==> config.mk <==
export PLATFORM = sky130hd
export DESIGN_NAME = imuldiv_int_mul_booth_r4
export DESIGN_NICKNAME = d
export VERILOG_FILES = /design/src/rtl/imuldiv_booth_pkg.sv /design/src/rtl/imuldiv_booth_r4_enc.sv /design/src/rtl/imuldiv_int_mul_booth_r4.sv
export SDC_FILE = /design/constraint.sdc
export NUM_CORES = 1
export LEC_CHECK = 0
export ABC_AREA = 1
export BUFFER_PORTS_ARGS = -buffer_cell sky130_fd_sc_hd__buf_2
export CAP_MARGIN = 10
export CORE_UTILIZATION = 36
export DETAILED_ROUTE_END_ITERATION = 16
export PLACE_DENSITY_LB_ADDON = 0.2
export SYNTH_ARGS = -nofsm -noshare
export SYNTH_HDL_FRONTEND = slang
export SYNTH_SLANG_ARGS = --single-unit
export TNS_END_PERCENT = 10
==> constraint.sdc <==
create_clock -name clk -period 6.1 [get_ports clk]
set_clock_uncertainty 0.15 [all_clocks]
set_input_delay 0.61 -clock clk [delete_from_list [all_inputs] [get_ports clk]]
set_output_delay 0.61 -clock clk [all_outputs]
set_load 0.03 [all_outputs]
==> src/rtl/imuldiv_booth_pkg.sv <==
// imuldiv_booth_pkg: shared FSM states, Booth digit codes and iteration count for the radix-4 multiplier
package imuldiv_booth_pkg;
  typedef enum logic [1:0] {IDLE, CALC, DONE} state_e;
  localparam logic [2:0] D_ZERO = 3'd0;
  localparam logic [2:0] D_POS1 = 3'd1;
  localparam logic [2:0] D_POS2 = 3'd2;
  localparam logic [2:0] D_NEG1 = 3'd3;
  localparam logic [2:0] D_NEG2 = 3'd4;
  function automatic int booth_iters(input int width);
    return (width + 2) / 2;
  endfunction
endpackage

==> src/rtl/imuldiv_booth_r4_enc.sv <==
// imuldiv_booth_r4_enc: recodes one Booth triplet into a signed partial product of the multiplicand
module imuldiv_booth_r4_enc
  import imuldiv_booth_pkg::*;
#(
  parameter int WIDTH = 32
) (
  input  logic [2:0]              trip_i,
  input  logic [WIDTH+1:0]        a_i,
  output logic signed [WIDTH+2:0] pp_o
);
  logic [2:0]       dig;
  logic [WIDTH+2:0] a1, a2;
  assign a1 = {a_i[WIDTH+1], a_i};
  assign a2 = {a_i, 1'b0};
  always_comb begin
    dig = (trip_i == 3'b001 || trip_i == 3'b010) ? D_POS1 :
          (trip_i == 3'b011)                     ? D_POS2 :
          (trip_i == 3'b100)                     ? D_NEG2 :
          (trip_i == 3'b101 || trip_i == 3'b110) ? D_NEG1 : D_ZERO;
    pp_o = (dig == D_POS1) ? a1 :
           (dig == D_POS2) ? a2 :
           (dig == D_NEG1) ? -a1 :
           (dig == D_NEG2) ? -a2 : '0;
  end
endmodule

==> src/rtl/imuldiv_int_mul_booth_r4.sv <==
// imuldiv_int_mul_booth_r4: iterative radix-4 Booth multiplier behind a val/rdy request/response interface
module imuldiv_int_mul_booth_r4
  import imuldiv_booth_pkg::*;
#(
  parameter int WIDTH = 32
) (
  input  logic               clk,
  input  logic               reset,
  input  logic [WIDTH-1:0]   mulreq_msg_a,
  input  logic [WIDTH-1:0]   mulreq_msg_b,
  input  logic               mulreq_msg_signed,
  input  logic               mulreq_val,
  output logic               mulreq_rdy,
  output logic [2*WIDTH-1:0] mulresp_msg_result,
  output logic               mulresp_val,
  input  logic               mulresp_rdy
);
  localparam int N  = booth_iters(WIDTH);
  localparam int E  = WIDTH + 2;
  localparam int AW = WIDTH + 3;
  localparam int PW = AW + E + 1;
  localparam int CW = $clog2(N + 1);
  state_e          state_q;
  logic [CW-1:0]   cnt_q;
  logic [E-1:0]    a_q, a_ext, b_ext;
  logic [PW-1:0]   p_q, p_d;
  logic [AW-1:0]   pp, sum;
  assign a_ext = {{2{mulreq_msg_signed & mulreq_msg_a[WIDTH-1]}}, mulreq_msg_a};
  assign b_ext = {{2{mulreq_msg_signed & mulreq_msg_b[WIDTH-1]}}, mulreq_msg_b};
  imuldiv_booth_r4_enc #(.WIDTH(WIDTH)) u_enc (
    .trip_i (p_q[2:0]),
    .a_i    (a_q),
    .pp_o   (pp)
  );
  // p_q = {acc, multiplier, implicit 0}; the product settles one bit above the LSB
  assign sum                = p_q[PW-1 -: AW] + pp;
  assign p_d                = {{2{sum[AW-1]}}, sum, p_q[E:2]};
  assign mulresp_msg_result = p_q[2*WIDTH:1];
  always_ff @(posedge clk or negedge reset) begin
    if (!reset) begin
      state_q     <= IDLE;
      cnt_q       <= '0;
      a_q         <= '0;
      p_q         <= '0;
      mulreq_rdy  <= 1'b1;
      mulresp_val <= 1'b0;
    end else begin
      case (state_q)
        IDLE: if (mulreq_val && mulreq_rdy) begin
          a_q        <= a_ext;
          p_q        <= {{AW{1'b0}}, b_ext, 1'b0};
          cnt_q      <= '0;
          state_q    <= CALC;
          mulreq_rdy <= 1'b0;
        end
        CALC: begin
          p_q   <= p_d;
          cnt_q <= cnt_q + CW'(1);
          if (cnt_q == CW'(N - 1)) begin
            state_q     <= DONE;
            mulresp_val <= 1'b1;
          end
        end
        DONE: if (mulresp_rdy) begin
          state_q     <= IDLE;
          mulresp_val <= 1'b0;
          mulreq_rdy  <= 1'b1;
        end
        default: begin
          state_q     <= IDLE;
          mulreq_rdy  <= 1'b1;
          mulresp_val <= 1'b0;
        end
      endcase
    end
  end
endmodule
## Word level (Yosys, flattened, before mapping)

Cells that the tools add are included.

| storage, ports and cells | value |
|---|---|
| bits of input ports | 69 |
| output and inout port bits | 66 |
| logic and storage cells | 62 |
| flip-flop bits (word level) | 112 |

| operators by class | value |
|---|---|
| equal/unequal tests | 16 |
| multiplexer cells | 22 |
| bitwise logic cells | 4 |
| $add $sub $neg | 4 |
| reduce and logical (&&, ||, !) cells | 10 |

Operators by type and width:

| operator | count |
|---|---|
| $mux W35 | 4 |
| $pmux W70 S2 | 1 |
| $mux W70 | 1 |
| $neg A35 Y35 | 2 |
| $add A35 B35 Y35 | 1 |
| $eq A3 B2 Y1 const B | 4 |
| $eq A3 B3 Y1 const B | 4 |
| $pmux W5 S2 | 1 |
| $mux W3 | 3 |
| $reduce_and A3 Y1 | 3 |
| $mux W2 | 4 |
| $eq A3 B1 Y1 const B | 2 |
| $ne A2 B2 Y1 const B | 3 |
| $pmux W1 S3 | 2 |
| $pmux W2 S3 | 1 |
| $add A5 B1 Y5 const B | 1 |
| $eq A5 B5 Y1 const B | 1 |
| $mux W5 | 1 |
| $mux W1 | 4 |
| $reduce_and A2 Y1 | 2 |
| $and A1 B1 Y1 | 2 |
| $eq A2 B1 Y1 const B | 1 |
| $eq A2 B2 Y1 const B | 1 |
| $logic_not A2 Y1 | 1 |
| 4 further kinds | 6 |

## Longest topological paths before layout

Gate-level depths: netlist (run 1).

| depth | value |
|---|---|
| word-level depth | 13 |
| depth in mapped cells | 26 |
| gate-level depth less buffers | 26 |

## By module

From an unflattened synthesis (run 1), not the netlist that was laid out.

| unflattened totals | value |
|---|---|
| cell total of the unflattened synthesis | 1438 |
| area, all modules | 9361.5 um2 |

Modules (own cells, without submodules):

| module | sequential area each (um2) | area an instance (um2) | times used | cells each |
|---|---|---|---|---|
| imuldiv_int_mul_booth_r4 | 2753.9 | 7229.4 | 1 | 998 |
| imuldiv_booth_r4_enc | 0.0 | 2132.0 | 1 | 440 |

## Worst setup path after synthesis (run 1)

OpenSTA, ideal clock, no wires.

| timing path | value |
|---|---|
| path kind | register to register |
| from | register a_q[0] |
| to | register p_q[68] |
| stages on the path, launching flop included | 22 |
| data required time | 5.833 ns |
| setup slack | 3.068 ns |
| buffers on the path | 0 |
| library setup time | 0.117 ns |
| arrival time | 2.765 ns |
| period minus slack after synthesis | 3.032 ns |
| path through | dfrtp_1 > inv_1 > ha_1 > nand3_2 > nor2_4 > nand2_2 > nor2_1 > xor2_1 > o211ai_1 > nand3_1 > inv_1 > ha_1 > a21oi_1 > o21ai_0 > nand2_1 > nand2_1 > a21oi_1 > nand2_1 > nor2_1 > nand3_1 > nand3_1 > nand2_1 |

| on the way | value |
|---|---|
| word-level cells in the longest chain between the ends | 7 |
| elaborated cells between the ends (all ways) | 8 |
| those cells by class | 3 x add/sub; 5 x mux |

RTL lines:

| what | RTL line | source |
|---|---|---|
| from (decl) | imuldiv_int_mul_booth_r4.sv:25 | `logic [E-1:0] a_q, a_ext, b_ext;` |
| from (signal assigned) | imuldiv_int_mul_booth_r4.sv:50 | `a_q <= a_ext;` |
| $neg A35 Y35 | imuldiv_booth_r4_enc.sv:23 | `(dig == D_NEG2) ? -a2 : '0;` |
| $mux W35 | imuldiv_booth_r4_enc.sv:23 |  |
| $mux W35 | imuldiv_booth_r4_enc.sv:22 | `(dig == D_NEG1) ? -a1 :` |
| $mux W35 | imuldiv_booth_r4_enc.sv:21 | `(dig == D_POS2) ? a2 :` |
| $mux W35 * | imuldiv_booth_r4_enc.sv:20 | `pp_o = (dig == D_POS1) ? a1 :` |
| $add A35 B35 Y35 * | imuldiv_int_mul_booth_r4.sv:36 | `assign sum = p_q[PW-1 -: AW] + pp;` |
| $pmux W70 S2 * | imuldiv_int_mul_booth_r4.sv:48 | `case (state_q)` |
| to (signal assigned) | imuldiv_int_mul_booth_r4.sv:51 | `p_q <= {{AW{1'b0}}, b_ext, 1'b0};` |
| to (signal assigned) | imuldiv_int_mul_booth_r4.sv:57 | `p_q <= p_d;` |
| to (decl) | imuldiv_int_mul_booth_r4.sv:26 | `logic [PW-1:0] p_q, p_d;` |

Mark *: on every way between the ends. The rest lies on a longest branch, timed or not.
A chain may end at the register's enable or synchronous reset.

## Worst setup path in the final report (run 1)

| timing path | value |
|---|---|
| from | register p_q[1] |
| to | register p_q[50] |

| on the way | value |
|---|---|
| word-level cells in the longest chain between the ends | 13 |
| elaborated cells between the ends (all ways) | 22 |
| those cells by class | 1 x add/sub; 10 x eq/ne; 9 x mux; 2 x reduce/logical |

RTL lines:

| what | RTL line | source |
|---|---|---|
| $eq A3 B3 Y1 | imuldiv_booth_r4_enc.sv:19 | `(trip_i == 3'b101 \|\| trip_i == 3'b110) ? D_NEG1 : D_ZERO;` |
| $logic_or A1 B1 Y1 | imuldiv_booth_r4_enc.sv:19 |  |
| $mux W2 | imuldiv_booth_r4_enc.sv:19 |  |
| $mux W3 | imuldiv_booth_r4_enc.sv:18 | `(trip_i == 3'b100) ? D_NEG2 :` |
| $mux W3 | imuldiv_booth_r4_enc.sv:17 | `(trip_i == 3'b011) ? D_POS2 :` |
| $mux W3 * | imuldiv_booth_r4_enc.sv:16 | `dig = (trip_i == 3'b001 \|\| trip_i == 3'b010) ? D_POS1 :` |
| $eq A3 B3 Y1 | imuldiv_booth_r4_enc.sv:23 |  |
| $mux W35 | imuldiv_booth_r4_enc.sv:23 |  |
| $mux W35 | imuldiv_booth_r4_enc.sv:22 |  |
| $mux W35 | imuldiv_booth_r4_enc.sv:21 |  |
| $mux W35 * | imuldiv_booth_r4_enc.sv:20 |  |
| $add A35 B35 Y35 * | imuldiv_int_mul_booth_r4.sv:36 |  |
| $pmux W70 S2 * | imuldiv_int_mul_booth_r4.sv:48 |  |

Marked as above.

==> report_table.html, run 1 <==
<table>
<tr><th>Metric</th><th>Value</th></tr>
<tr><th colspan="2">Run status</th></tr>
<tr><td>Outcome</td><td>completed</td></tr>
<tr><th colspan="2">CTS</th></tr>
<tr><td>Setup repair bufs after CTS</td><td>0</td></tr>
<tr><td># H-tree levels</td><td>3</td></tr>
<tr><td>Sink count of the clock tree</td><td>110</td></tr>
<tr><td>Clock-pin slew reported for the worst setup and hold paths after clock tree synthesis</td><td>0.09 ns</td></tr>
<tr><td>Post-cts hold buffer count</td><td>0</td></tr>
<tr><td>CTS buffer count</td><td>9</td></tr>
<tr><td>Clock buffer depth</td><td>2</td></tr>
<tr><td>TritonCTS clock tree</td><td>built</td></tr>
<tr><td>Clock Tree Root</td><td>sky130_fd_sc_hd__clkbuf_16</td></tr>
<tr><td>Number of cells upsized or downsized after cts</td><td>0</td></tr>
<tr><td>Worst-skew pair later-pin latency</td><td>0.38 ns</td></tr>
<tr><th colspan="2">Detailed routing</th></tr>
<tr><td>Detailed Routing Iterations Pass 1</td><td>5</td></tr>
<tr><td>Remaining antenna violation count after routing</td><td>0</td></tr>
<tr><td>Remaining DRCs</td><td>0</td></tr>
<tr><td>Number of vias after detailed routing</td><td>8712</td></tr>
<tr><td>Vias per std cell</td><td>5.158</td></tr>
<tr><td>WL/cell</td><td>16.78 µm</td></tr>
<tr><td>DR iter-0 viols</td><td>724</td></tr>
<tr><td>Total Wirelength</td><td>28330 µm</td></tr>
<tr><th colspan="2">Layout</th></tr>
<tr><td>Cell area after layout</td><td>9659 µm²</td></tr>
<tr><td>Layout cells sized above 1</td><td>15.90%</td></tr>
<tr><td>N_diodes</td><td>0</td></tr>
<tr><td>Net count, final</td><td>1467</td></tr>
<tr><td>Layout overhead on the synthesized area</td><td>8.840%</td></tr>
<tr><th colspan="2">Synthesis</th></tr>
<tr><td>Complex-gate fraction of the synthesized area</td><td>17.88%</td></tr>
<tr><td>Synthesized area divided by synthesized cell count</td><td>6.785 µm²</td></tr>
<tr><td>Number of enable flip-flop cells after synthesis</td><td>0</td></tr>
<tr><td>Post-Syn Area</td><td>8875 µm²</td></tr>
<tr><td>XOR/XNOR share of the synthesized area</td><td>1.974%</td></tr>
<tr><td>Distinct cells, synth</td><td>45</td></tr>
<tr><td>Post-synthesis sequential area ratio</td><td>31.03%</td></tr>
<tr><td>Main combinational cell family by area after synthesis</td><td>simple AND/OR/NAND/NOR gates</td></tr>
<tr><td>Post-synthesis cell count</td><td>1308</td></tr>
<tr><td>Main synth FF type</td><td>sky130_fd_sc_hd__dfrtp_1</td></tr>
<tr><td>Number of register bits inferred by synthesis</td><td>110</td></tr>
<tr><td>Multiplexer fraction of the synthesized cell area</td><td>0%</td></tr>
<tr><td>Synth Area in Simple Gates</td><td>29.79%</td></tr>
<tr><td>Number of nets produced by synthesis</td><td>1415</td></tr>
<tr><td>Adder-cell share of the synthesized area</td><td>5.442%</td></tr>
<tr><td>Number of warning messages in the yosys log</td><td>0</td></tr>
<tr><td>Proportion of register bits with asynchronous set or reset after synthesis</td><td>100.0%</td></tr>
<tr><th colspan="2">Timing</th></tr>
<tr><td>Worst hold-check slack</td><td>0.1915 ns</td></tr>
<tr><td>Fin crit share</td><td>68.54%</td></tr>
<tr><td>Achievable frequency</td><td>0.2392 GHz</td></tr>
<tr><td>Total negative slack for setup checks</td><td>0 ns</td></tr>
<tr><td>Setup violations, final</td><td>0</td></tr>
<tr><td>Relative slew slack</td><td>26.48%</td></tr>
<tr><td>Transition time at the pin with the least slew margin</td><td>1.101 ns</td></tr>
<tr><td>Hold Vio Cnt, Final</td><td>0</td></tr>
<tr><td>Slew Viols, Final</td><td>0</td></tr>
<tr><td>Unrepaired setup endpoints after global routing</td><td>false</td></tr>
<tr><td>Crit path time final</td><td>4.181 ns</td></tr>
<tr><th colspan="2">GRT</th></tr>
<tr><td>Sum of overflow across all layers after global routing</td><td>0</td></tr>
<tr><td>Maximum number of pins on one net before global-route repair</td><td>66</td></tr>
<tr><td>Wire length of the first global-routing pass</td><td>45990 µm</td></tr>
<tr><td>Number of global-route vias before repair</td><td>8412</td></tr>
<tr><td>Global-route total usage across every layer</td><td>22.89%</td></tr>
<tr><td>Number of antenna violations at the first check in global routing</td><td>0</td></tr>
<tr><th colspan="2">Critical path</th></tr>
<tr><td>Arrival time at the worst endpoint</td><td>4.24 ns</td></tr>
<tr><td>FF-to-FF Start</td><td>p_q[1]</td></tr>
<tr><td>Worst-case reg-to-reg path depth</td><td>16</td></tr>
<tr><td>Worst Setup Start Kind</td><td>flip-flop</td></tr>
<tr><td>Worst Path Class, Setup</td><td>reg2reg</td></tr>
<tr><td>Largest driver fanout on the critical path</td><td>22</td></tr>
<tr><td>Critical path launch point</td><td>p_q[1]</td></tr>
<tr><td>Required time of the critical path</td><td>6.16 ns</td></tr>
<tr><td>CP endpoint kind</td><td>flip-flop</td></tr>
<tr><th colspan="2">Run</th></tr>
<tr><td>Maximum Capacitance Violations</td><td>0</td></tr>
<tr><th colspan="2">Die</th></tr>
<tr><td>Core outline area</td><td>24250 µm²</td></tr>
<tr><td>Floorplan row count</td><td>57</td></tr>
<tr><td>Overall die height</td><td>159.0 µm</td></tr>
<tr><td>Full die area</td><td>25280 µm²</td></tr>
<tr><td>Die extent in x</td><td>159.0 µm</td></tr>
<tr><td>Starting density of the core</td><td>36.60%</td></tr>
<tr><td>I/O pin count</td><td>135</td></tr>
<tr><th colspan="2">Place</th></tr>
<tr><td>HPWL after detailed placement</td><td>22140 µm</td></tr>
<tr><td>Number of buffers added on ports</td><td>134</td></tr>
<tr><td>Placed inst area</td><td>9368 µm²</td></tr>
<tr><td>Weighted congestion at the end of routability-driven global placement</td><td>0.9886</td></tr>
<tr><th colspan="2">Worst hold path</th></tr>
<tr><td>Hold Path Class</td><td>in2async</td></tr>
</table>
## registers in the layout, indices dropped and copies added, names as in the netlist
signal,flops
cnt_q,5
mulreq_rdy,1
p_q,68
state_q,2
mulresp_val,1
a_q,33
## worst max-delay path, cell delays in order (launching register included)
cell	delay [ns]
sky130_fd_sc_hd__dfrtp_1	0.41
sky130_fd_sc_hd__nor2_2	0.10
sky130_fd_sc_hd__nor2_4	0.23
sky130_fd_sc_hd__inv_2	0.25
sky130_fd_sc_hd__nor2_2	0.53
sky130_fd_sc_hd__inv_2	0.29
sky130_fd_sc_hd__o221ai_1	0.28
sky130_fd_sc_hd__inv_1	0.07
sky130_fd_sc_hd__ha_1	0.34
sky130_fd_sc_hd__a21oi_1	0.23
sky130_fd_sc_hd__o21ai_1	0.15
sky130_fd_sc_hd__nor2_1	0.29
sky130_fd_sc_hd__o21ai_1	0.22
sky130_fd_sc_hd__nand2_1	0.10
sky130_fd_sc_hd__nand2_1	0.06
sky130_fd_sc_hd__xnor2_1	0.21
sky130_fd_sc_hd__o21ai_1	0.09
## per-stage QoR
stage | setup WS, ns | utilization, % | std cells
3_5_place_dp | 2.002 | 38.63 | 1673
5_1_grt | 1.535 | 39.83 | 1689
2_1_floorplan | 3.068 | - | 1308
3_3_place_gp | 2.064 | 38.63 | 1673
6_report | 1.919 | 39.83 | 1689
4_1_cts | 1.963 | 39.83 | 1689
## synthesized netlist by cell type, types with 12 or more instances
| cell type | count | share of area, % |
|---|---|---|
| sky130_fd_sc_hd__nand3_1 | 77 | 4.3 |
| sky130_fd_sc_hd__o221ai_1 | 12 | 1.2 |
| sky130_fd_sc_hd__o21ai_1 | 19 | 1.1 |
| sky130_fd_sc_hd__xor2_1 | 13 | 1.3 |
| sky130_fd_sc_hd__ha_1 | 37 | 5.2 |
| sky130_fd_sc_hd__nand4_1 | 14 | 0.99 |
| sky130_fd_sc_hd__nor2_1 | 171 | 7.2 |
| sky130_fd_sc_hd__o21ai_0 | 87 | 4.9 |
| sky130_fd_sc_hd__nand2_1 | 300 | 13 |
| sky130_fd_sc_hd__nor3_1 | 12 | 0.68 |
| sky130_fd_sc_hd__dfrtp_1 | 109 | 31 |
| sky130_fd_sc_hd__clkbuf_1 | 12 | 0.51 |
| sky130_fd_sc_hd__o22ai_1 | 46 | 3.2 |
| sky130_fd_sc_hd__buf_2 | 18 | 1.0 |
| sky130_fd_sc_hd__a21oi_1 | 68 | 3.8 |
| sky130_fd_sc_hd__inv_1 | 141 | 6.0 |
| sky130_fd_sc_hd__buf_4 | 65 | 5.5 |
## cell usage in the layout (no fill, tap or decap), types with 11 or more instances in the layout
cell type / instances
sky130_fd_sc_hd__nand2_1: 300
sky130_fd_sc_hd__nor2_1: 170
sky130_fd_sc_hd__inv_1: 140
sky130_fd_sc_hd__buf_2: 133
sky130_fd_sc_hd__dfrtp_1: 109
sky130_fd_sc_hd__o21ai_0: 87
sky130_fd_sc_hd__nand3_1: 77
sky130_fd_sc_hd__a21oi_1: 68
sky130_fd_sc_hd__o22ai_1: 46
sky130_fd_sc_hd__ha_1: 37
sky130_fd_sc_hd__o21ai_1: 19
sky130_fd_sc_hd__nand4_1: 14
sky130_fd_sc_hd__xor2_1: 13
sky130_fd_sc_hd__nor2_2: 12
sky130_fd_sc_hd__inv_2: 12
sky130_fd_sc_hd__o221ai_1: 12
sky130_fd_sc_hd__nor3_1: 11
## worst paths after layout
check | to | slack [ns]
setup / recovery | p_q[50] | 1.92
min in group clk | a_q[1] | 0.28
hold / removal | a_q[25] | 0.19
max in group asynchronous | p_q[36] | 4.43
setup reg to reg | p_q[50] | 1.92
hold reg to reg | cnt_q[4] | 0.32
## routing by layer
layer	up-vias	wire length (µm)	track usage (%)
met2	283	13050	37.78
met3	38	2038	5.210
met1	4040	12700	30.31
li1	4351	-	-
met5	-	0	0
met4	0	549	5.507
## final cells by class
type / count / area (µm²)
clock buffers: 10 / 229.0
clock inverters: 6 / 62.56
fillers: 2673 / 14590
inverters: 154 / 579.3
multi-input cells: 943 / 4896
flip-flops and latches: 110 / 2754
well taps: 324 / 405.4
repair buffers: 142 / 733.2
## cell families (layout without fill, tap and decap cells)
kind of cell,after synthesis,in the layout
compound gates,272,272
xor+xnor,20,20
fa+ha+maj,38,38
buf+inv,255,312
flops,110,110
simple gates,613,613
Power of run 1 is left out: the tool's default activity adds up to more than one toggle a clock period on the data nets, which glitch-free logic cannot reach.
==> run 2, diff against run 1 <==
==> constraint.sdc (replaced) <==
create_clock -name clk -period 3.9 [get_ports clk]
set_clock_uncertainty 0.15 [all_clocks]
set_input_delay 0.39 -clock clk [delete_from_list [all_inputs] [get_ports clk]]
set_output_delay 0.39 -clock clk [all_outputs]
set_load 0.03 [all_outputs]
==> report_table.html, run 2 (same netlist as run 1, synthesis figures left out) <==
<table>
<tr><th>Metric</th><th>Value</th></tr>
<tr><th colspan="2">Timing</th></tr>
<tr><td>Transition time at the pin with the least slew margin</td><td>0.7319 ns (-0.3694 ns)</td></tr>
<tr><td>Setup violations, final</td><td>0 (unchanged)</td></tr>
<tr><td>Hold Vio Cnt, Final</td><td>0 (unchanged)</td></tr>
<tr><td>Slew Viols, Final</td><td>0 (unchanged)</td></tr>
<tr><td>Achievable frequency</td><td>0.2713 GHz (+13%)</td></tr>
<tr><td>Crit path time final</td><td>3.686 ns (-0.4950 ns)</td></tr>
<tr><td>Unrepaired setup endpoints after global routing</td><td>true</td></tr>
<tr><td>Fin crit share</td><td>94.51% (+26 points)</td></tr>
<tr><td>Post-route setup slack</td><td>0.2141 ns (-1.705 ns)</td></tr>
<tr><td>Relative slew slack</td><td>51.14% (+25 points)</td></tr>
<tr><th colspan="2">Layout</th></tr>
<tr><td>N_diodes</td><td>0 (unchanged)</td></tr>
<tr><td>Top reg by flops</td><td>p_q</td></tr>
<tr><td>Layout cells sized above 1</td><td>18.13% (+2.2 points)</td></tr>
<tr><td>Net count, final</td><td>1481 (+0.95%)</td></tr>
<tr><td>Registers with the most flip-flops</td><td>p_q (68), a_q (33), cnt_q (5)</td></tr>
<tr><td>Number of flip-flops under the largest register name</td><td>68 (unchanged)</td></tr>
<tr><td>Commonest non-fill, non-tap cell in the layout</td><td>sky130_fd_sc_hd__nand2_1</td></tr>
<tr><td>Layout overhead on the synthesized area</td><td>11.14%</td></tr>
<tr><td>Leading cell types in the layout, fill and taps excluded</td><td>sky130_fd_sc_hd__nand2_1, sky130_fd_sc_hd__nor2_1, sky130_fd_sc_hd__inv_1</td></tr>
<tr><th colspan="2">GRT</th></tr>
<tr><td>Number of antenna violations at the first check in global routing</td><td>0 (unchanged)</td></tr>
<tr><td>Fraction of met1 tracks used by global routing</td><td>30.79% (+0.48 points)</td></tr>
<tr><td>Routing usage on met3</td><td>3.985% (-1.2 points)</td></tr>
<tr><td>Global-route total usage across every layer</td><td>23.08% (+0.19 points)</td></tr>
<tr><td>Sum of overflow across all layers after global routing</td><td>0 (unchanged)</td></tr>
<tr><td>GR Util met2</td><td>38.08% (+0.30 points)</td></tr>
<tr><td>Most used routing layer in global routing</td><td>met2</td></tr>
<tr><td>Maximum number of pins on one net before global-route repair</td><td>76 (+15%)</td></tr>
<tr><td>Wire length of the first global-routing pass</td><td>46150 µm (+0.36%)</td></tr>
<tr><td>Number of global-route vias before repair</td><td>8473 (+0.73%)</td></tr>
<tr><th colspan="2">Critical path</th></tr>
<tr><td>Arrival time at the worst endpoint</td><td>3.80 ns (-0.44 ns)</td></tr>
<tr><td>FF-to-FF Start</td><td>a_q[0]</td></tr>
<tr><td>Worst Setup Start Kind</td><td>flip-flop</td></tr>
<tr><td>Worst R2R End</td><td>p_q[66]</td></tr>
<tr><td>Required time of the critical path</td><td>4.02 ns (-2.14 ns)</td></tr>
<tr><td>Worst Path Class, Setup</td><td>reg2reg</td></tr>
<tr><td>Crit path buffers/inverters</td><td>3 (unchanged)</td></tr>
<tr><td>Cell chain of the critical path</td><td>inv_2 -&gt; ha_2 -&gt; nand3_2 -&gt; nor2_4 -&gt; nand2_2 -&gt; nor2_2 -&gt; xor2_2 -&gt; o211ai_2 -&gt; nand3_1 -&gt; inv_1 -&gt; ha_1 -&gt; nand2_1 -&gt; nor2_1 -&gt; inv_1 -&gt; nor3_2 -&gt; nand4_1 -&gt; nand3_1 -&gt; nand2_1 -&gt; nand2_1 -&gt; o21ai_1</td></tr>
<tr><td>Category of cells accounting for the largest share of critical-path delay</td><td>simple AND/OR/NAND/NOR gates</td></tr>
<tr><td>Highest-delay cell along the critical path</td><td>sky130_fd_sc_hd__dfrtp_1</td></tr>
<tr><td>Largest driver fanout on the critical path</td><td>5 (-77%)</td></tr>
<tr><td>Register-to-Register Setup Slack</td><td>0.21 ns (-1.71 ns)</td></tr>
<tr><td>Worst-case reg-to-reg path depth</td><td>20 (+4)</td></tr>
<tr><td>Top cell by count, worst path</td><td>sky130_fd_sc_hd__nand2_1</td></tr>
<tr><td>CP endpoint kind</td><td>flip-flop</td></tr>
<tr><td>Crit path largest cell delay</td><td>0.44 ns (-0.09 ns)</td></tr>
<tr><th colspan="2">Die</th></tr>
<tr><td>Starting density of the core</td><td>36.60% (unchanged)</td></tr>
<tr><td>Full die area</td><td>25280 µm² (unchanged)</td></tr>
<tr><td>I/O pin count</td><td>135 (unchanged)</td></tr>
<tr><td>Core outline area</td><td>24250 µm² (unchanged)</td></tr>
<tr><td>Die extent in x</td><td>159.0 µm (unchanged)</td></tr>
<tr><td>Floorplan row count</td><td>57 (unchanged)</td></tr>
<tr><td>Overall die height</td><td>159.0 µm (unchanged)</td></tr>
<tr><th colspan="2">Worst hold path</th></tr>
<tr><td>Hold Path Class</td><td>in2reg</td></tr>
<tr><td>Launch point of the worst hold path</td><td>mulreq_msg_a[8]</td></tr>
<tr><td>Sink of the worst hold path</td><td>a_q[8]</td></tr>
<tr><td>Number of instances on the worst hold path</td><td>3</td></tr>
<tr><th colspan="2">Detailed routing</th></tr>
<tr><td>Remaining antenna violation count after routing</td><td>0 (unchanged)</td></tr>
<tr><td>WL/cell</td><td>17.01 µm (+1.4%)</td></tr>
<tr><td>Remaining DRCs</td><td>0 (unchanged)</td></tr>
<tr><td>DR iter-0 viols</td><td>748 (+3.3%)</td></tr>
<tr><td>Number of vias after detailed routing</td><td>8838 (+1.4%)</td></tr>
<tr><td>Total Wirelength</td><td>28970 µm (+2.3%)</td></tr>
<tr><td>Detailed Routing Iterations Pass 1</td><td>5 (unchanged)</td></tr>
<tr><td>Vias per std cell</td><td>5.190 (+0.61%)</td></tr>
<tr><th colspan="2">Place</th></tr>
<tr><td>Post-Place Setup Slack</td><td>0.04560 ns (-1.957 ns)</td></tr>
<tr><td>Number of buffers added on ports</td><td>134 (unchanged)</td></tr>
<tr><td>Weighted congestion at the end of routability-driven global placement</td><td>0.9937 (+0.52%)</td></tr>
<tr><td>HPWL after detailed placement</td><td>22530 µm (+1.8%)</td></tr>
<tr><th colspan="2">Run status</th></tr>
<tr><td>Outcome</td><td>completed</td></tr>
<tr><th colspan="2">CTS</th></tr>
<tr><td># H-tree levels</td><td>3 (unchanged)</td></tr>
<tr><td>Worst-skew pair later-pin latency</td><td>0.38 ns (about the same)</td></tr>
<tr><td>CTS buffer count</td><td>9 (unchanged)</td></tr>
<tr><td>Sink count of the clock tree</td><td>110 (unchanged)</td></tr>
<tr><td>Clock buffer depth</td><td>2 (unchanged)</td></tr>
<tr><td>Clock Tree Root</td><td>sky130_fd_sc_hd__clkbuf_16</td></tr>
<tr><td>TritonCTS clock tree</td><td>built</td></tr>
<tr><td>Clock-pin slew reported for the worst setup and hold paths after clock tree synthesis</td><td>0.09 ns (about the same)</td></tr>
<tr><th colspan="2">Run</th></tr>
<tr><td>Maximum Capacitance Violations</td><td>0 (unchanged)</td></tr>
</table>
-- run 2: final cells by class --
class | count | area, µm²
well taps | 324 | 405.4
multi-input cells | 943 | 4964
repair buffers | 156 | 853.3
clock inverters | 7 | 82.58
clock buffers | 9 | 225.2
fillers | 2629 | 14390
inverters | 154 | 579.3
flip-flops and latches | 110 | 2754
-- run 2: routing by layer --
metal | vias up | part of all wire, %
met3 | 39 | 6.8
met2 | 329 | 45
met1 | 4088 | 45
met4 | 0 | 2.4
met5 | - | 0
li1 | 4382 | -
-- run 2: how the worst max path moves through the flow --
| stage | startpoint | to | cells past startpoint |
|---|---|---|---|
| 6_report | a_q[0] | p_q[66] | 20 |
| 5_1_grt | a_q[1] | p_q[62] | 19 |
| 4_1_cts | a_q[0] | p_q[55] | 19 |
| 3_5_place_dp | a_q[0] | p_q[55] | 19 |
| 3_3_place_gp | a_q[0] | p_q[55] | 19 |
| 2_1_floorplan | a_q[0] | p_q[68] | 21 |
-- run 2: worst min-delay path, stage by stage --
cell	delay (ns)
sky130_fd_sc_hd__buf_2	0.08
sky130_fd_sc_hd__nand2_1	0.04
sky130_fd_sc_hd__nand2_1	0.05
-- run 2: stage by stage --
step	setup TNS (ns)	cell area, µm²	hold WS (ns)	instances	utilization [%]
after floorplan	0	8875	-0.05559	1308	-
after detailed placement	0	9470	0.2597	1685	39.06
after global routing	-0.01950	9863	0.07820	1703	40.68
after global placement	0	9470	0.2572	1685	39.06
after CTS	0	9788	0.05971	1702	40.37
final	0	9863	0.06243	1703	40.68
-- run 2: repair_timing --
item | in CTS | in global routing
setup buffers | 0 | 1
hold buffers | 1 | 0
hold endpoints to repair | 35 | 0
setup endpoints to repair | 0 | 17
gates resized for setup | 0 | 25
Power of run 2 is left out for the same reason.
==> run 3, diff against run 2 <==
--- a/config.mk
+++ b/config.mk
@@ -7,7 +7,7 @@
 export LEC_CHECK = 0
 export ABC_AREA = 1
 export BUFFER_PORTS_ARGS = -buffer_cell sky130_fd_sc_hd__buf_2
-export CAP_MARGIN = 10
+export CORE_ASPECT_RATIO = 1.75
 export CORE_UTILIZATION = 36
 export DETAILED_ROUTE_END_ITERATION = 16
 export PLACE_DENSITY_LB_ADDON = 0.2
==> report_table.html, run 3 (same netlist as run 1, synthesis figures left out) <==
<table>
<tr><th>Metric</th><th>Value</th></tr>
<tr><th colspan="2">CTS</th></tr>
<tr><td># H-tree levels</td><td>3 (unchanged)</td></tr>
<tr><td>CTS buffer count</td><td>9 (unchanged)</td></tr>
<tr><td>Sink count of the clock tree</td><td>110 (unchanged)</td></tr>
<tr><td>Post-cts hold buffer count</td><td>0 (-1)</td></tr>
<tr><td>TritonCTS clock tree</td><td>built</td></tr>
<tr><td>Clock Tree Root</td><td>sky130_fd_sc_hd__clkbuf_16</td></tr>
<tr><td>Clock buffer depth</td><td>2 (unchanged)</td></tr>
<tr><td>Worst-skew pair later-pin latency</td><td>0.37 ns (about the same)</td></tr>
<tr><td>Clock-pin slew reported for the worst setup and hold paths after clock tree synthesis</td><td>0.08 ns (about the same)</td></tr>
<tr><th colspan="2">Detailed routing</th></tr>
<tr><td>Total Wirelength</td><td>30010 µm (+3.6%)</td></tr>
<tr><td>WL/cell</td><td>17.69 µm (+3.9%)</td></tr>
<tr><td>Remaining antenna violation count after routing</td><td>0 (unchanged)</td></tr>
<tr><td>DR iter-0 viols</td><td>410 (-45%)</td></tr>
<tr><td>Number of vias after detailed routing</td><td>8970 (+1.5%)</td></tr>
<tr><td>Detailed Routing Iterations Pass 1</td><td>5 (unchanged)</td></tr>
<tr><td>Vias per std cell</td><td>5.286 (+1.9%)</td></tr>
<tr><td>Remaining DRCs</td><td>0 (unchanged)</td></tr>
<tr><th colspan="2">Die</th></tr>
<tr><td>Die extent in x</td><td>120.7 µm (-24%)</td></tr>
<tr><td>Core outline area</td><td>24120 µm² (-0.54%)</td></tr>
<tr><td>I/O pin count</td><td>135 (unchanged)</td></tr>
<tr><td>Floorplan row count</td><td>75 (+32%)</td></tr>
<tr><td>Overall die height</td><td>209.7 µm (+32%)</td></tr>
<tr><td>Starting density of the core</td><td>36.80% (+0.20 points)</td></tr>
<tr><td>Full die area</td><td>25310 µm² (about the same)</td></tr>
<tr><th colspan="2">Layout</th></tr>
<tr><td>Layout cells sized above 1</td><td>18.50% (+0.37 points)</td></tr>
<tr><td>Registers with the most flip-flops</td><td>p_q (68), a_q (33), cnt_q (5)</td></tr>
<tr><td>Layout overhead on the synthesized area</td><td>12.32%</td></tr>
<tr><td>N_diodes</td><td>0 (unchanged)</td></tr>
<tr><td>Commonest non-fill, non-tap cell in the layout</td><td>sky130_fd_sc_hd__nand2_1</td></tr>
<tr><td>Leading cell types in the layout, fill and taps excluded</td><td>sky130_fd_sc_hd__nand2_1, sky130_fd_sc_hd__nor2_1, sky130_fd_sc_hd__inv_1</td></tr>
<tr><td>Net count, final</td><td>1491 (+0.68%)</td></tr>
<tr><td>Top reg by flops</td><td>p_q</td></tr>
<tr><td>Number of flip-flops under the largest register name</td><td>68 (unchanged)</td></tr>
<tr><td>Fraction of the core area covered by cells at the end of the flow</td><td>41.33% (+0.66 points)</td></tr>
<tr><td>Filler cells</td><td>2634 (+0.19%)</td></tr>
<tr><th colspan="2">Critical path</th></tr>
<tr><td>Required time of the critical path</td><td>4.06 ns (+0.04 ns)</td></tr>
<tr><td>Worst Path Class, Setup</td><td>reg2reg</td></tr>
<tr><td>CP endpoint kind</td><td>flip-flop</td></tr>
<tr><td>Arrival time at the worst endpoint</td><td>3.81 ns (about the same)</td></tr>
<tr><td>Worst Setup Start Kind</td><td>flip-flop</td></tr>
<tr><td>Largest driver fanout on the critical path</td><td>5 (unchanged)</td></tr>
<tr><th colspan="2">GRT</th></tr>
<tr><td>Number of global-route vias before repair</td><td>9215 (+8.8%)</td></tr>
<tr><td>Number of antenna violations at the first check in global routing</td><td>0 (unchanged)</td></tr>
<tr><td>Wire length of the first global-routing pass</td><td>47440 µm (+2.8%)</td></tr>
<tr><td>Global-route total usage across every layer</td><td>24.64% (+1.6 points)</td></tr>
<tr><td>Maximum number of pins on one net before global-route repair</td><td>64 (-16%)</td></tr>
<tr><td>Sum of overflow across all layers after global routing</td><td>0 (unchanged)</td></tr>
<tr><th colspan="2">Run</th></tr>
<tr><td>Maximum Capacitance Violations</td><td>0 (unchanged)</td></tr>
<tr><th colspan="2">Timing</th></tr>
<tr><td>Fin crit share</td><td>93.52% (-1.0 points)</td></tr>
<tr><td>Transition time at the pin with the least slew margin</td><td>1.057 ns (+0.3255 ns)</td></tr>
<tr><td>Achievable frequency</td><td>0.2742 GHz (+1.1%)</td></tr>
<tr><td>Crit path time final</td><td>3.647 ns (-0.03881 ns)</td></tr>
<tr><td>Slew Viols, Final</td><td>0 (unchanged)</td></tr>
<tr><td>Hold Vio Cnt, Final</td><td>29 (+29)</td></tr>
<tr><td>Worst hold-check slack</td><td>-0.03754 ns (-0.09997 ns)</td></tr>
<tr><td>Setup violations, final</td><td>0 (unchanged)</td></tr>
<tr><td>Relative slew slack</td><td>29.43% (-22 points)</td></tr>
<tr><th colspan="2">Place</th></tr>
<tr><td>HPWL after detailed placement</td><td>24000 µm (+6.5%)</td></tr>
<tr><td>Number of buffers added on ports</td><td>134 (unchanged)</td></tr>
<tr><td>Weighted congestion at the end of routability-driven global placement</td><td>0.9704 (-2.3%)</td></tr>
<tr><th colspan="2">Run status</th></tr>
<tr><td>Violated checks</td><td>hold timing</td></tr>
<tr><td>Outcome</td><td>finished with violations</td></tr>
<tr><th colspan="2">Worst hold path</th></tr>
<tr><td>Hold Path Class</td><td>in2async</td></tr>
</table>
-- run 3: final cells by class --
cell class | instances | area, µm² | area share (%)
clock buffer | 11 | 232.7 | 2.335
multi-input combinational | 943 | 4984 | 49.99
timing repair buffer | 166 | 925.9 | 9.288
clock inverter | 5 | 107.6 | 1.079
tap | 308 | 385.4 | 3.866
sequential | 110 | 2754 | 27.63
inverter | 154 | 579.3 | 5.811
-- run 3: critical path: stages, from the launching register on --
cell                       delay (ns)
sky130_fd_sc_hd__dfrtp_1         0.43
sky130_fd_sc_hd__inv_2           0.12
sky130_fd_sc_hd__ha_2            0.23
sky130_fd_sc_hd__nand3_4         0.12
sky130_fd_sc_hd__nor2_4          0.17
sky130_fd_sc_hd__nand2_2         0.12
sky130_fd_sc_hd__xor2_1          0.18
sky130_fd_sc_hd__nor2_1          0.11
sky130_fd_sc_hd__a31oi_1         0.05
sky130_fd_sc_hd__a21oi_1         0.30
sky130_fd_sc_hd__ha_1            0.37
sky130_fd_sc_hd__nand2_1         0.20
sky130_fd_sc_hd__inv_1           0.10
sky130_fd_sc_hd__a21oi_1         0.29
sky130_fd_sc_hd__nand2_1         0.13
sky130_fd_sc_hd__nand3b_1        0.24
sky130_fd_sc_hd__a21oi_1         0.15
sky130_fd_sc_hd__o21ai_0         0.09
sky130_fd_sc_hd__nand2_1         0.06
-- run 3: stage by stage --
| step | TNS, ns | hold WS, ns | std cells | setup slack, ns | instance area, µm² |
|---|---|---|---|---|---|
| finish | 0 | -0.03754 | 1697 | 0.2529 | 9968 |
| global route | -0.01059 | 0.04861 | 1697 | -0.01059 | 9968 |
| CTS | 0 | 0.008366 | 1696 | 0.1052 | 9873 |
| detailed placement | 0 | 0.3141 | 1680 | 0.1218 | 9533 |
| global placement | 0 | 0.3086 | 1680 | 0.1401 | 9533 |
| floorplan | 0 | -0.05559 | 1308 | 0.8680 | 8875 |
-- run 3: repair_timing --
| action | CTS | global route |
|---|---|---|
| setup endpoints to repair | 0 | 18 |
| gates resized for setup | 0 | 24 |
| buffers inserted | 0 | 1 |
-- run 3: routing by layer --
metal	GRT usage [%]	up-vias	wire [µm]
met1	24.48	4149	10730
met2	45.62	318	15590
met3	3.288	103	1366
met5	0	-	0
met4	18.65	0	2322
li1	-	4400	-
-- run 3: worst paths after layout --
check	end	from	cells after the start	slack (ns)
setup / recovery	p_q[54]	a_q[0]	18	0.25
hold / removal	p_q[22]	reset	1	-0.04
setup reg to reg	p_q[54]	a_q[0]	18	0.25
hold reg to reg	cnt_q[3]	cnt_q[3]	1	0.32
max in group asynchronous	a_q[4]	reset	2	2.75
min in group clk	a_q[12]	mulreq_msg_a[12]	3	0.07
Power of run 3 is left out for the same reason.
